`src/rtl/uart_tx_arbiter.sv`:
```
// rtl/uart_tx_arbiter.sv - round-robin arbiter feeding several channel FIFOs into one UART TX
//
// Purpose: picks the next non-empty channel FIFO after the one last served,
// pops one word from it, and hands that word to the UART transmitter. It waits
// in LOAD for tx_busy and gives up after TIMEOUT cycles.
//
// Ports:
//   clk          primary clock, rising edge
//   reset_n      asynchronous reset, active low
//   fifo_empty   per-channel empty flag (1 = no data)
//   fifo_data    per-channel read data, channel k at [k*WIDTH +: WIDTH]
//   read_fifo_n  per-channel read strobe, active low, one cycle
//   tx_busy      UART TX shifting a word
//   ld_tx_data   load request to UART TX
//   tx_data      word presented to UART TX
//   tx_channel   channel currently granted
//   timeout_err  one-cycle pulse when LOAD gave up without tx_busy
module uart_tx_arbiter #(
  parameter int NUM_CH  = 4,
  parameter int WIDTH   = 8,
  parameter int TIMEOUT = 63
) (
  input  logic                      clk,
  input  logic                      reset_n,
  input  logic [NUM_CH-1:0]         fifo_empty,
  input  logic [NUM_CH*WIDTH-1:0]   fifo_data,
  output logic [NUM_CH-1:0]         read_fifo_n,
  input  logic                      tx_busy,
  output logic                      ld_tx_data,
  output logic [WIDTH-1:0]          tx_data,
  output logic [$clog2(NUM_CH)-1:0] tx_channel,
  output logic                      timeout_err
);

  localparam int CW = $clog2(NUM_CH);
  localparam int TW = $clog2(TIMEOUT + 1);
  localparam logic [TW-1:0] TMAX    = TW'(TIMEOUT);
  localparam logic [CW-1:0] LAST_CH = CW'(NUM_CH - 1);

  typedef enum logic [2:0] {IDLE, ARB, READ, WAIT, LOAD} state_t;

  state_t            state, state_d;
  logic [CW-1:0]     last_grant, last_d;
  logic [CW-1:0]     grant_d;
  logic [NUM_CH-1:0] rd_d;
  logic              ld_d;
  logic [WIDTH-1:0]  data_d;
  logic [TW-1:0]     cnt, cnt_d;
  logic              terr_d;

  logic [CW-1:0]     pick;
  logic              pick_valid;
  logic [CW-1:0]     idx_c;
  int                idx;

  logic [WIDTH-1:0]  ch_data [NUM_CH];

  for (genvar k = 0; k < NUM_CH; k++) begin : g_unpack
    assign ch_data[k] = fifo_data[k*WIDTH +: WIDTH];
  end

  // Round-robin search: first non-empty channel starting at last_grant+1,
  // wrapping; last_grant itself is checked last.
  always_comb begin
    pick       = last_grant;
    pick_valid = 1'b0;
    idx        = 0;
    idx_c      = '0;
    for (int i = 1; i <= NUM_CH; i++) begin
      idx   = (int'(last_grant) + i) % NUM_CH;
      idx_c = CW'(idx);
      if (!pick_valid && !fifo_empty[idx_c]) begin
        pick       = idx_c;
        pick_valid = 1'b1;
      end
    end
  end

  // Next-state and next-output logic; every output is registered below.
  always_comb begin
    state_d = state;
    grant_d = tx_channel;
    last_d  = last_grant;
    rd_d    = '1;
    ld_d    = 1'b0;
    data_d  = tx_data;
    cnt_d   = cnt;
    terr_d  = 1'b0;
    case (state)
      IDLE: begin
        if (!tx_busy) state_d = ARB;
      end
      ARB: begin
        if (pick_valid) begin
          state_d = READ;
          grant_d = pick;
          rd_d    = ~(NUM_CH'(1) << pick);
        end
      end
      READ: begin
        state_d = WAIT;
      end
      WAIT: begin
        // The FIFO presents the popped word one cycle after the strobe.
        state_d = LOAD;
        data_d  = ch_data[tx_channel];
        ld_d    = 1'b1;
        cnt_d   = '0;
      end
      LOAD: begin
        if (tx_busy || cnt == TMAX) begin
          state_d = IDLE;
          last_d  = tx_channel;
          // A simultaneous tx_busy makes the exit a normal one.
          terr_d  = !tx_busy;
        end else begin
          ld_d  = 1'b1;
          cnt_d = cnt + TW'(1);
        end
      end
      default: state_d = IDLE;
    endcase
  end

  always_ff @(posedge clk or negedge reset_n) begin
    if (!reset_n) begin
      state       <= IDLE;
      read_fifo_n <= '1;
      ld_tx_data  <= 1'b0;
      tx_data     <= '0;
      tx_channel  <= '0;
      timeout_err <= 1'b0;
      cnt         <= '0;
      last_grant  <= LAST_CH;
    end else begin
      state       <= state_d;
      read_fifo_n <= rd_d;
      ld_tx_data  <= ld_d;
      tx_data     <= data_d;
      tx_channel  <= grant_d;
      timeout_err <= terr_d;
      cnt         <= cnt_d;
      last_grant  <= last_d;
    end
  end

endmodule

```
`config.mk`:
```
export PLATFORM = sky130hd
export DESIGN_NAME = uart_tx_arbiter
export DESIGN_NICKNAME = d
export VERILOG_FILES = /design/src/rtl/uart_tx_arbiter.sv
export SDC_FILE = /design/constraint.sdc
export NUM_CORES = 1
export LEC_CHECK = 0
export CORE_UTILIZATION = 39
export DETAILED_ROUTE_END_ITERATION = 10
export PLACE_DENSITY = 0.74
export SETUP_SLACK_MARGIN = 0.1
export SYNTH_ARGS = -nofsm -noshare
export SYNTH_HDL_FRONTEND = slang
export SYNTH_SLANG_ARGS = --single-unit
export TNS_END_PERCENT = 100
```
`constraint.sdc`:
```
create_clock -name clk -period 1.65 [get_ports clk]
set_input_delay 0.33 -clock clk [delete_from_list [all_inputs] [get_ports clk]]
set_output_delay 0.33 -clock clk [all_outputs]
set_load 0.03 [all_outputs]
```
Word level (Yosys, flattened, before mapping) --
Cells that the tools add are included.
Storage, ports and cells: flip-flop bits (word level) 27, output and inout bits 16, word-level logic and storage cells 77
Cells by class: $add $sub $neg 5, $lt $le $gt $ge 5, equal/unequal tests 9, shifts and indexed selects 1, muxes and demuxes 31, bitwise gates (word level) 2, reduce and logical (&&, ||, !) cells 16
Operators by type and width (number):
- $bmux W8 S2 | 1
- $mux W8 | 2
- $pmux W3 S5 | 1
- $lt A2 B3 Y1 const B | 4
- $pmux W6 S2 | 1
- $mux W1 | 11
- $mux W3 | 3
- $bmux W1 S2 | 4
- $mux W2 | 4
- $mux W4 | 2
- $ne A2 B2 Y1 const B | 4
- $add A6 B1 Y6 const B | 1
- $eq A3 B2 Y1 const B | 2
- $eq A6 B6 Y1 const B | 1
- $logic_not A1 Y1 | 6
- $mux W6 | 1
- $reduce_and A2 Y1 | 3
- $add A2 B1 Y2 const B | 2
- $add A2 B2 Y2 const B | 2
- $not A4 Y4 | 1
- $shl A1 B2 Y4 const A | 1
- $eq A3 B1 Y1 const B | 1
- $eq A3 B3 Y1 const B | 1
- $ge A3 B3 Y1 const B | 1
- other kinds (7) | 9

Depth between registers and ports, before layout --
word-level depth 16, depth in mapped cells 6, mapped depth without buffers 5

Worst setup path before layout --
No wires, ideal clock.
kind reg2reg, from register tx_channel[0], to register tx_data[0], library setup time 0.117 ns, arrival 1.436 ns, data required time 1.533 ns, slack 0.097 ns, cell stages (with the launch flop) 5, path through dfrtp_1 -> buf_2 -> mux4_2 -> nand2_1 -> nand2_1
On the way: longest elaborated chain between the ends 4
RTL lines:
- start, declared | line 31 | output logic [$clog2(NUM_CH)-1:0] tx_channel,
- start signal, assigned | line 140 | tx_channel <= grant_d;
- $not A2 Y3 (not written as such) | line 106 | data_d = ch_data[tx_channel];
- $bmux W8 S2 | line 106
- $mux W8 (not written as such) (2 in series) | line 106
- end signal, assigned | line 139 | tx_data <= data_d;
- end, declared | line 30 | output logic [WIDTH-1:0] tx_data,
Every way passes these cells. The select of a mux whose other input is x is not followed. A chain may end at the register's enable or synchronous reset.

Worst setup path after layout --
from register read_fifo_n[2], to output read_fifo_n[2]
RTL lines:
- start, declared | line 27 | output logic [NUM_CH-1:0] read_fifo_n,
- start signal, assigned | line 137 | read_fifo_n <= rd_d;
No word-level cell between the ends.

==> run summary <==
post-cts hold buffer count: 0
Net Sw Frac: 41.7%
Die Height: 62.1 um
relative slew slack: 77.7%
commonest register cell after synthesis: sky130_fd_sc_hd__dfrtp_1
fraction of post-synthesis cell area in the top cell type by area: 37.4%
final critical path time including I/O delays and setup: 1.51 ns
number of buffers created by CTS: 3
PwrDens: 1470 nW/um^2
number of cell rows: 21
Hold WC Path Type: in2async
Final Instance Count excl. Fillers: 243
measured slew at the worst slew-check pin: 0.335 ns
CP startpoint kind: flop
post-synth design cell area: 1410 sq um
Inst Count DP: 238
Initial DRC Count: 55
slowest stage delay, CP: 0.56 ns
type of element capturing the critical path: primary output
switching component of the power: 1.29 mW
grt total ovfl: 0
design internal power: 1.80 mW
status: completed
Slowest-stage cell, CP: sky130_fd_sc_hd__dfstp_2
ratio of cells with drive above 1 in the final layout: 24.9%
sequential cell area fraction in the yosys report: 48.6%
smallest setup slack after layout: 0.137 ns
Std-Cell Core Area: 3390 sq um
most common cell in the netlist: sky130_fd_sc_hd__nand2_1
count of input and output buffers: 54
worst slack, placed: -0.219 ns
clock root buffer: sky130_fd_sc_hd__clkbuf_4
total buffers and inverters traversed by the critical path: 1
Cell variety after synth: 37
DRC errors left: 0
mux share of post-synthesis cell area: 15.2%
CTS sink cnt: 27
FFs w/ async S/R, synth: 100%
RSZ-0062 raised after global routing: yes
synthesized area divided by synthesized cell count: 10.8 sq um
Metal-1 WL: 1.45 mm
clock tree from TritonCTS: yes
maximum number of pins on one net before global-route repair: 28
number of warnings printed during yosys synthesis: 0
Leakage Power: 0.917 nW
fin nets: 238
die area: 3850 sq um
area overhead of the layout relative to synthesis: 50.2%
post-synthesis share of cell area spent on full adders, half adders and majority gates: 0.890%
number of vias after detailed routing: 1255
Clock Latency Late Sink: 0.33 ns
Critical Path AT: 1.18 ns
largest cells by area after synthesis: sky130_fd_sc_hd__dfrtp_1 (37%), sky130_fd_sc_hd__mux4_2 (13%), sky130_fd_sc_hd__dfstp_2 (11%)
largest clock skew in the final design: 0.00253 ns
deepest clock path buffer count: 2
average vias per placed instance: 5.16
multi-input combinational cell area: 699 sq um
endpoints failing setup: 0
required time at the endpoint of the critical path: 1.32 ns
path type of the worst setup path: reg2out
Post-DP HPWL: 2.72 mm
post-route antenna net violation count: 0
number of enable flip-flop cells after synthesis: 0
post-synthesis net count: 170
horizontal die dimension: 62.1 um
share of the synthesized netlist area taken by xor and xnor gates: 0%
DR top layer: met4
post-synthesis compound-gate area fraction: 8.63%
sequential fraction of design power: 38.2%
hold violation total from the final report: 0
final max-slew violation count: 0
global placer's final weighted congestion: 0.711
routed wl met2: 1.88 mm
Post-Layout Inst Area: 2110 sq um
cell class contributing the biggest share of worst-path delay: flip-flops
DR WL met3: 105 um
initial antenna violation count: 0
leading area contributor after synthesis: sky130_fd_sc_hd__dfrtp_1
area taken by flip-flops and latches: 689 sq um
cell area after placement: 2080 sq um
number of levels in the clock H-tree: 1
power share of the combinational group: 52.2%
maximum clock frequency: 0.661 GHz
fill cell instance count of the final layout: 301
crit path cell chain: clkdlybuf4s15_2
worst-path fanout max: 1
max cap viols: 0
Clk network pwr share: 9.6%
detailed-routing iteration count for the pre-antenna-repair pass: 4
main combinational cell family by area after synthesis: simple AND/OR/NAND/NOR gates
area share of and/or/nand/nor cells after synthesis: 24.5%
post-DR wirelength/cell: 14.4 um
final worst-path cycle share: 91.7%
Commonest cells post-synth: sky130_fd_sc_hd__nand2_1 (30), sky130_fd_sc_hd__dfrtp_1 (21), sky130_fd_sc_hd__mux4_2 (8)
effective utilization at floorplan: 41.5%
vias in the first global route: 1160
worst IR drop on VDD: 0.771 mV
Global Route Usage Sum: 19.2%
antenna diode count: 0
number of ports placed on the die boundary: 55
final routed wirelength across all metal layers: 3.49 mm
gate count after technology mapping: 130
wire length of the first global-routing pass: 5.29 mm
post-CTS clock slew at the launch and capture registers of the worst setup and hold paths: 0.15 ns
number of synthesized register bits: 27
[routing by layer]
metal  GRT usage, %  up-vias
met5              0        -
met4           6.67        0
met3           2.28        6
met2           32.4       25
met1           25.4      621
li1               -      603
[final timing paths]
kind                                           from                       end  slack, ns  cells past startpoint
min in group clk             tx_data[0]$_DFFE_PN0P_    tx_data[0]$_DFFE_PN0P_       0.50                      2
max                        read_fifo_n[2]$_DFF_PN1_            read_fifo_n[2]       0.14                      1
max reg2reg                    state[1]$_DFFE_PN0P_  read_fifo_n[2]$_DFF_PN1_       0.16                      2
min reg2reg                  tx_data[0]$_DFFE_PN0P_    tx_data[0]$_DFFE_PN0P_       0.50                      2
max in group asynchronous                   reset_n  read_fifo_n[0]$_DFF_PN1_       1.00                      2
min                                         reset_n        cnt[2]$_DFFE_PN0P_       0.35                      2
[stage by stage]
stage / utilization [%] / hold slack [ns] / total power [mW] / setup TNS [ns]
floorplan: - / 0.0344 / 2.19 / 0
global placement: 61.2 / 0.457 / 2.82 / -0.492
detailed placement: 61.2 / 0.468 / 2.88 / -0.836
CTS: 62.2 / 0.358 / 3.11 / 0
global route: 62.3 / 0.387 / 3.32 / 0
finish: 62.3 / 0.351 / 3.10 / 0
[sequential cells by signal, summed over array words and instances (netlist names)]
name         cells
read_fifo_n      4
tx_channel       2
ld_tx_data       1
state            3
cnt              6
last_grant       2
tx_data          8
timeout_err      1
[what timing repair did]
item / 4_1_cts / 5_1_grt
hold endpoints to repair: 0 / 0
setup endpoints to repair: 25 / 9
buffers inserted: 1 / 0
gates resized for setup: 24 / 7
pin swaps: 0 / 6
[cell families after synthesis]
group	count (synthesis)
AO/OA/AOI/OAI	19
adder cells (fa/ha/maj)	1
buffers and inverters	8
flip-flops	27
multiplexers	11
AND/OR/NAND/NOR	64
[cells in the final DEF (no fill, tap or decap), types with 2 or more instances in the layout]
| cell type | count |
|---|---|
| sky130_fd_sc_hd__clkdlybuf4s50_1 | 38 |
| sky130_fd_sc_hd__nor2_1 | 4 |
| sky130_fd_sc_hd__dfstp_2 | 6 |
| sky130_fd_sc_hd__or4_1 | 2 |
| sky130_fd_sc_hd__dfrtp_1 | 18 |
| sky130_fd_sc_hd__mux2_2 | 3 |
| sky130_fd_sc_hd__nand3_1 | 6 |
| sky130_fd_sc_hd__dfrtp_2 | 2 |
| sky130_fd_sc_hd__o21ai_1 | 2 |
| sky130_fd_sc_hd__mux4_2 | 8 |
| sky130_fd_sc_hd__o21bai_1 | 2 |
| sky130_fd_sc_hd__nor2b_1 | 5 |
| sky130_fd_sc_hd__inv_1 | 4 |
| sky130_fd_sc_hd__o31ai_1 | 2 |
| sky130_fd_sc_hd__nand3b_1 | 2 |
| sky130_fd_sc_hd__buf_4 | 14 |
| sky130_fd_sc_hd__a21oi_1 | 3 |
| sky130_fd_sc_hd__o21ai_0 | 4 |
| sky130_fd_sc_hd__dlygate4sd2_1 | 11 |
| sky130_fd_sc_hd__o211ai_1 | 2 |
| sky130_fd_sc_hd__clkdlybuf4s15_2 | 3 |
| sky130_fd_sc_hd__nand2_1 | 30 |
| sky130_fd_sc_hd__clkbuf_4 | 3 |
[layout make-up]
cell class | instances | share of cell area (%)
Clock inverter | 1 | 0.355
Timing Repair Buffer | 67 | 29.4
Sequential cell | 27 | 32.6
Clock buffer | 3 | 1.07
Tap cell | 46 | 2.73
Multi-Input combinational cell | 95 | 33.1
Inverter | 4 | 0.711
[power by group through the flow]
stage                     Combinational (mW)  Clock (mW)  Sequential (mW)
after floorplan                        0.775           0             1.42
after global placement                  1.65           0             1.18
after detailed placement                1.69           0             1.19
after CTS                               1.62       0.309             1.18
after global routing                    1.75       0.333             1.23
final                                   1.62       0.298             1.18
(Power assumes the default switching activity.)
